[config.mk]
export PLATFORM = sky130hd
export DESIGN_NAME = partial_load_unit_flat
export DESIGN_NICKNAME = d
export VERILOG_FILES = /design/src/rtl/partial_load_unit_pkg.sv /design/src/rtl/partial_load_unit_if.sv /design/src/rtl/partial_load_unit_load_extract.sv /design/src/rtl/partial_load_unit.sv /design/src/flat_wrapper.sv
export SDC_FILE = /design/constraint.sdc
export NUM_CORES = 1
export LEC_CHECK = 0
export BUFFER_PORTS_ARGS = -buffer_cell sky130_fd_sc_hd__buf_2
export CAP_MARGIN = 20
export CELL_PAD_IN_SITES_DETAIL_PLACEMENT = 0
export CELL_PAD_IN_SITES_GLOBAL_PLACEMENT = 1
export CORE_MARGIN = 2
export CORE_UTILIZATION = 33
export CTS_BUF_LIST = sky130_fd_sc_hd__clkbuf_4 sky130_fd_sc_hd__clkbuf_8
export DETAILED_ROUTE_END_ITERATION = 10
export MAX_ROUTING_LAYER = met4
export PLACE_DENSITY = 0.76
export SYNTH_ARGS = -nofsm -noshare
export SYNTH_HDL_FRONTEND = slang
export SYNTH_SLANG_ARGS = --single-unit
[constraint.sdc]
create_clock -name clk -period 1.5 [get_ports clk]
set_input_delay 0.15 -clock clk [delete_from_list [all_inputs] [get_ports clk]]
set_output_delay 0.15 -clock clk [all_outputs]
set_load 0.005 [all_outputs]
[src/rtl/partial_load_unit_pkg.sv]
// Shared constants and types for the load alignment path between MEM and WB.
// Opcode/funct3 encodings follow the RV32I base ISA.
package partial_load_unit_pkg;

    localparam int XLEN = 32;

    localparam logic [6:0] OPC_LOAD  = 7'b0000011;
    localparam logic [6:0] OPC_STORE = 7'b0100011;

    localparam logic [2:0] FNC_LB  = 3'd0;
    localparam logic [2:0] FNC_LH  = 3'd1;
    localparam logic [2:0] FNC_LW  = 3'd2;
    localparam logic [2:0] FNC_LBU = 3'd4;
    localparam logic [2:0] FNC_LHU = 3'd5;

    typedef enum logic [1:0] {
        ST_IDLE = 2'd0,
        ST_LIVE = 2'd1,
        ST_HELD = 2'd2
    } state_e;

endpackage

[src/rtl/partial_load_unit_if.sv]
// MEM-stage request / memory return / WB-side result bundle.
// master drives requests and memory data; slave is the load unit.
interface partial_load_unit_if;
    import partial_load_unit_pkg::*;

    logic            req_valid;
    logic [31:0]     instruction;
    logic [XLEN-1:0] mem_addr;
    logic            stall;
    logic            flush;
    logic [XLEN-1:0] mem_dout;
    logic [XLEN-1:0] load_data;
    logic            load_valid;
    logic [4:0]      load_rd;
    logic            misaligned;

    modport master (
        output req_valid, instruction, mem_addr, stall, flush, mem_dout,
        input  load_data, load_valid, load_rd, misaligned
    );

    modport slave (
        input  req_valid, instruction, mem_addr, stall, flush, mem_dout,
        output load_data, load_valid, load_rd, misaligned
    );

endinterface

[src/rtl/partial_load_unit_load_extract.sv]
// Byte/halfword/word selection with sign or zero extension and natural-alignment check.
// Purely combinational; unsupported funct3 values yield zero without a misaligned flag.
module load_extract
    import partial_load_unit_pkg::*;
(
    input  logic [2:0]      funct3_i,
    input  logic [1:0]      off_i,
    input  logic [XLEN-1:0] word_i,
    output logic [XLEN-1:0] data_o,
    output logic            misaligned_o
);

    logic [7:0]  byte_sel;
    logic [15:0] half_sel;

    always_comb begin
        byte_sel = word_i[7:0];
        case (off_i)
            2'd0:    byte_sel = word_i[7:0];
            2'd1:    byte_sel = word_i[15:8];
            2'd2:    byte_sel = word_i[23:16];
            default: byte_sel = word_i[31:24];
        endcase
        half_sel = off_i[1] ? word_i[31:16] : word_i[15:0];
    end

    always_comb begin
        data_o       = '0;
        misaligned_o = 1'b0;
        case (funct3_i)
            FNC_LB:  data_o = {{24{byte_sel[7]}}, byte_sel};
            FNC_LBU: data_o = {24'h0, byte_sel};
            FNC_LH: begin
                if (off_i[0]) misaligned_o = 1'b1;
                else          data_o = {{16{half_sel[15]}}, half_sel};
            end
            FNC_LHU: begin
                if (off_i[0]) misaligned_o = 1'b1;
                else          data_o = {16'h0, half_sel};
            end
            FNC_LW: begin
                if (off_i != 2'd0) misaligned_o = 1'b1;
                else               data_o = word_i;
            end
            default: ;
        endcase
    end

endmodule

[src/rtl/partial_load_unit.sv]
// Captures a load at MEM issue and presents the aligned result one cycle later,
// holding the memory word across stalls so the result stays stable.
//
//   state | meaning
//   IDLE  | no live load; all outputs zero
//   LIVE  | load issued last edge; extract from mem_dout directly
//   HELD  | stalled after issue; extract from hold_q
module partial_load_unit
    import partial_load_unit_pkg::*;
(
    input  logic                 clk,
    input  logic                 rst_n,
    partial_load_unit_if.slave   bus
);

    state_e          state_q;
    logic [2:0]      funct3_q;
    logic [1:0]      off_q;
    logic [4:0]      rd_q;
    logic [XLEN-1:0] hold_q;

    logic            is_load;
    logic            live;
    logic [XLEN-1:0] word_sel;
    logic [XLEN-1:0] ext_data;
    logic            ext_mis;
    logic            unused_bits;

    assign is_load     = bus.req_valid && (bus.instruction[6:0] == OPC_LOAD);
    assign unused_bits = ^{bus.instruction[31:15], bus.mem_addr[XLEN-1:2]};

    always_ff @(posedge clk or negedge rst_n) begin
        if (!rst_n) begin
            state_q  <= ST_IDLE;
            funct3_q <= 3'd0;
            off_q    <= 2'd0;
            rd_q     <= 5'd0;
            hold_q   <= '0;
        end else if (bus.flush) begin
            state_q <= ST_IDLE;
        end else if (bus.stall) begin
            // First stall edge after issue snapshots the returning word.
            if (state_q == ST_LIVE) begin
                hold_q  <= bus.mem_dout;
                state_q <= ST_HELD;
            end
        end else if (is_load) begin
            funct3_q <= bus.instruction[14:12];
            off_q    <= bus.mem_addr[1:0];
            rd_q     <= bus.instruction[11:7];
            state_q  <= ST_LIVE;
        end else begin
            state_q <= ST_IDLE;
        end
    end

    assign live     = (state_q != ST_IDLE);
    assign word_sel = (state_q == ST_HELD) ? hold_q : bus.mem_dout;

    load_extract u_extract (
        .funct3_i     (funct3_q),
        .off_i        (off_q),
        .word_i       (word_sel),
        .data_o       (ext_data),
        .misaligned_o (ext_mis)
    );

    assign bus.load_valid = live;
    assign bus.load_data  = live ? ext_data : '0;
    assign bus.load_rd    = live ? rd_q : 5'd0;
    assign bus.misaligned = live && ext_mis;

endmodule
[src/flat_wrapper.sv]
// flat-port wrapper written by rule: the top's interface ports become plain ports
module partial_load_unit_flat import partial_load_unit_pkg::*;
  (clk, rst_n, bus_req_valid, bus_instruction, bus_mem_addr, bus_stall, bus_flush, bus_mem_dout, bus_load_data, bus_load_valid, bus_load_rd, bus_misaligned);
  partial_load_unit_if bus_i ();
  input  logic clk;
  input  logic rst_n;
  input wire logic [$bits(bus_i.req_valid)-1:0] bus_req_valid;
  input wire logic [$bits(bus_i.instruction)-1:0] bus_instruction;
  input wire logic [$bits(bus_i.mem_addr)-1:0] bus_mem_addr;
  input wire logic [$bits(bus_i.stall)-1:0] bus_stall;
  input wire logic [$bits(bus_i.flush)-1:0] bus_flush;
  input wire logic [$bits(bus_i.mem_dout)-1:0] bus_mem_dout;
  output wire logic [$bits(bus_i.load_data)-1:0] bus_load_data;
  output wire logic [$bits(bus_i.load_valid)-1:0] bus_load_valid;
  output wire logic [$bits(bus_i.load_rd)-1:0] bus_load_rd;
  output wire logic [$bits(bus_i.misaligned)-1:0] bus_misaligned;
  assign bus_i.req_valid = bus_req_valid;
  assign bus_i.instruction = bus_instruction;
  assign bus_i.mem_addr = bus_mem_addr;
  assign bus_i.stall = bus_stall;
  assign bus_i.flush = bus_flush;
  assign bus_i.mem_dout = bus_mem_dout;
  assign bus_load_data = bus_i.load_data;
  assign bus_load_valid = bus_i.load_valid;
  assign bus_load_rd = bus_i.load_rd;
  assign bus_misaligned = bus_i.misaligned;
  partial_load_unit u_core (.clk(clk), .rst_n(rst_n), .bus(bus_i));
endmodule
==> impl_metrics.json <==
{
  "core_sq_um": 9150,
  "yosysTopAreaCellShare": 0.356,
  "drt_iter0_markers": 189,
  "root_buffer": "clkbuf_8",
  "clkPwrFrac": 0.311,
  "powerDensity_nw_per_um2": 514,
  "start_kind": "flip-flop",
  "syn_to_final_growth_pct": 47.6,
  "rsz0062_at_grt": "yes",
  "num_antenna_cells": 0,
  "yosysWarnings": 0,
  "r2r-end": "u_core.hold_q[13]",
  "final_layout_size_suffix_gt1_frac": 0.611,
  "initial_core_util": 0.338,
  "synth.distinct_cells": 51,
  "grt_use_total": 0.217,
  "h-tree-depth": 2,
  "r2r_start": "u_core.state_q[1]",
  "dpl_worst_slack_ns": -0.424,
  "grt_start_max_net_pins": 45,
  "hold_end": "u_core.rd_q[0]",
  "cp.required_ns": 1.35,
  "period_needed_ns": 2.25,
  "hold_violations": 0,
  "slowest_stage": "nor4b_2",
  "postRouteAntennaNets": 0,
  "swShare": 0.259,
  "vias": 3100,
  "first_pass_iters": 5,
  "antenna_found_initial": 0,
  "cap_violations": 0,
  "critPathBufInv": 4,
  "die_area_sq_um": 10200,
  "cp_common_cell": "buf_4",
  "hpwl_mm": 7.41,
  "io-pin-count": 140,
  "arrival_ns": 2.10,
  "synth_enable_flop_cells": 0,
  "rows": 35,
  "syn-cell-area_sq_um": 3100,
  "worst_hold_path_type": "in2reg",
  "final_cell_area_sq_um": 4570,
  "setup_ws_ns": -0.747,
  "yosysSeqAreaShare": 0.356,
  "internal-power_w": 0.00174,
  "skew_ns": 0.00326,
  "crit_fanout": 16,
  "p_comb_frac": 0.175,
  "cts_tree": "yes",
  "wl_per_cell_microns": 19.6,
  "syn_inst": 285,
  "power.net_switching_w": 0.000609,
  "synth-seq-cells": 44,
  "seqPwrFrac": 0.514,
  "portBuffers": 92,
  "slew_headroom": 0.731,
  "period_share": 1.50,
  "die_w_microns": 101,
  "grt_pass1_vias": 3050,
  "syn_nets": 386,
  "nNetsFinal": 536,
  "clk_pin_slew_worst_paths_ns": 0.08,
  "crit_chain": "buf_4 > nor4b_2 > buf_4 > a21oi_2 > nand4_1 > buf_4 > o211ai_1 > buf_2",
  "synth_ff_type": "dfrtp_1",
  "outcome": "finished with violations",
  "cp.depth": 8,
  "r2r_slack_ns": -0.31,
  "irDropWorstVdd_uv": 292,
  "reg2reg_depth": 6,
  "slowest_delay_ns": 0.41,
  "worst_slew_pin_slew_ns": 0.393,
  "drv_slew": 0,
  "drc_errors": 0,
  "synth_area_leader_cell": "dfrtp_1",
  "synth.top_cells.by_area": "dfrtp_1 (36%), mux2_2 (17%), mux2_4 (4.8%), o211ai_1 (4.1%), o22ai_1 (3.0%)",
  "grt_remaining_overflow": 0,
  "cts_buffer_depth": 2,
  "syn_area_per_cell_sq_um": 10.9,
  "p_leak_nw": 2.35,
  "clock-sinks": 44,
  "max_freq_mhz": 445,
  "cts-buffers-inserted": 5,
  "critPathTopFamily": "buffers and inverters",
  "violations": "negative setup slack",
  "clk_latency_ns": 0.30,
  "crit_type": "reg2out",
  "viasPerCell": 5.68,
  "async_flop_share": 1.00,
  "tns_ns": -33.20,
  "endpoint_kind": "output port",
  "hold_path_depth": 2,
  "place_area_sq_um": 4160,
  "hold_start": "bus_instruction[7]",
  "finalWirelength_mm": 10.7,
  "grt_first_pass_wirelength_mm": 16.4,
  "setup_viol": 71,
  "fp.dieH_microns": 101,
  "routabilityCongestion": 0.908
}
-- how the worst max path moves through the flow --
stage	from	endpoint
6_report	u_core.state_q[0]	bus_load_data[30]
5_1_grt	u_core.state_q[0]	bus_load_data[30]
4_1_cts	u_core.state_q[1]	bus_load_data[18]
3_5_place_dp	u_core.state_q[1]	bus_load_data[18]
3_3_place_gp	u_core.state_q[0]	bus_load_data[6]
2_1_floorplan	u_core.state_q[0]	bus_load_data[20]
-- cell usage after synthesis, drive strengths merged (2+ instances only) --
cell / number
dfrtp: 44
o22ai: 15
a21oi: 8
nor2b: 3
buf: 17
nand4: 3
o22a: 7
o21ai: 2
a32oi: 9
mux2: 59
o211ai: 17
a31o: 6
a222oi: 7
and3b: 7
nor3b: 2
a211oi: 2
clkbuf: 8
nor3: 2
and2: 6
nor2: 7
mux2i: 7
nand2: 14
nand2b: 9
inv: 2
a211o: 7
-- per-layer routing --
metal | vias to the layer above | wire, microns | global-route usage
li1 | 1428 | - | -
met5 | - | 0 | -
met1 | 1545 | 4810 | 0.295
met2 | 112 | 5170 | 0.340
met4 | 0 | 211 | 0.0685
met3 | 15 | 492 | 0.0236
-- what timing repair did --
| action | CTS | global route |
|---|---|---|
| pin swaps | 11 | 10 |
| buffers inserted | 7 | 5 |
| gates resized for setup | 21 | 14 |
| gates cloned | 3 | 1 |
| hold buffers | 1 | 0 |
| setup endpoints to repair | 71 | 71 |
| hold endpoints to repair | 44 | 0 |
-- final cells by class --
cell class	count	area [sq um]
Clock buffer	6	76.3
Clock inverter	1	5.00
Fill cell	850	4580
Inverter	3	12.5
Multi-Input combinational cell	214	1990
Sequential cell	44	1100
Tap cell	111	139
Timing Repair Buffer	167	1250
-- worst register-to-register path, cell delays in order (launching register included) --
cell,delay (ns)
dfrtp_2,0.46
buf_4,0.16
nor4bb_4,0.30
buf_4,0.19
buf_4,0.13
buf_16,0.13
mux2_2,0.33
-- cell families after synthesis --
logic type	count (synthesis)	synth area share
flops	44	0.356
mux	66	0.249
compound gates	85	0.217
buf+inv	28	0.0493
simple gates	62	0.129
-- power groups by stage --
stage | clock [W] | combinational (W) | sequential (W)
after global routing | 0.000811 | 0.000445 | 0.00121
after floorplan | 0 | 0.000162 | 0.00123
after CTS | 0.000762 | 0.000392 | 0.00121
after global placement | 0 | 0.000370 | 0.00123
final | 0.000732 | 0.000411 | 0.00121
after detailed placement | 0 | 0.000377 | 0.00123
-- state kept, by name, indices dropped and copies added (netlist names) --
| register | cells |
|---|---|
| u_core.off_q | 2 |
| u_core.state_q | 2 |
| u_core.funct3_q | 3 |
| u_core.rd_q | 5 |
| u_core.hold_q | 32 |
-- stage by stage --
stage | instances | total power, W | hold WS [ns] | utilization
3_3_place_gp | 523 | 0.00160 | 0.149 | 0.455
4_1_cts | 540 | 0.00236 | 0.0734 | 0.488
6_report | 546 | 0.00235 | 0.0816 | 0.500
5_1_grt | 546 | 0.00247 | 0.0728 | 0.500
2_1_floorplan | 285 | 0.00139 | -0.146 | -
3_5_place_dp | 523 | 0.00161 | 0.153 | 0.455
-- layout by cell type, fill, tap and decap left out, types with 2 or more instances in the layout --
| cell | synthesis | final |
|---|---|---|
| and3b_1 | 7 | 7 |
| buf_16 | 0 | 3 |
| clkbuf_8 | 0 | 5 |
| and2_1 | 5 | 5 |
| inv_1 | 2 | 2 |
| buf_4 | 3 | 53 |
| buf_6 | 3 | 7 |
| buf_12 | 0 | 11 |
| nor2_1 | 6 | 6 |
| nor2b_2 | 1 | 2 |
| o22ai_1 | 15 | 14 |
| mux2i_1 | 7 | 7 |
| o22a_1 | 7 | 7 |
| clkinv_2 | 0 | 2 |
| dfrtp_1 | 44 | 43 |
| nand4_1 | 2 | 2 |
| a21oi_1 | 8 | 7 |
| buf_2 | 11 | 92 |
| a31o_2 | 6 | 6 |
| a222oi_1 | 7 | 7 |
| nand2_2 | 0 | 2 |
| o211ai_1 | 17 | 17 |
| a32oi_1 | 9 | 9 |
| nand2_1 | 14 | 11 |
| nand2b_1 | 8 | 7 |
| mux2_4 | 10 | 18 |
| mux2_2 | 47 | 40 |
| a211o_1 | 7 | 7 |
No activity file was read; power rests on OpenSTA's default activity.
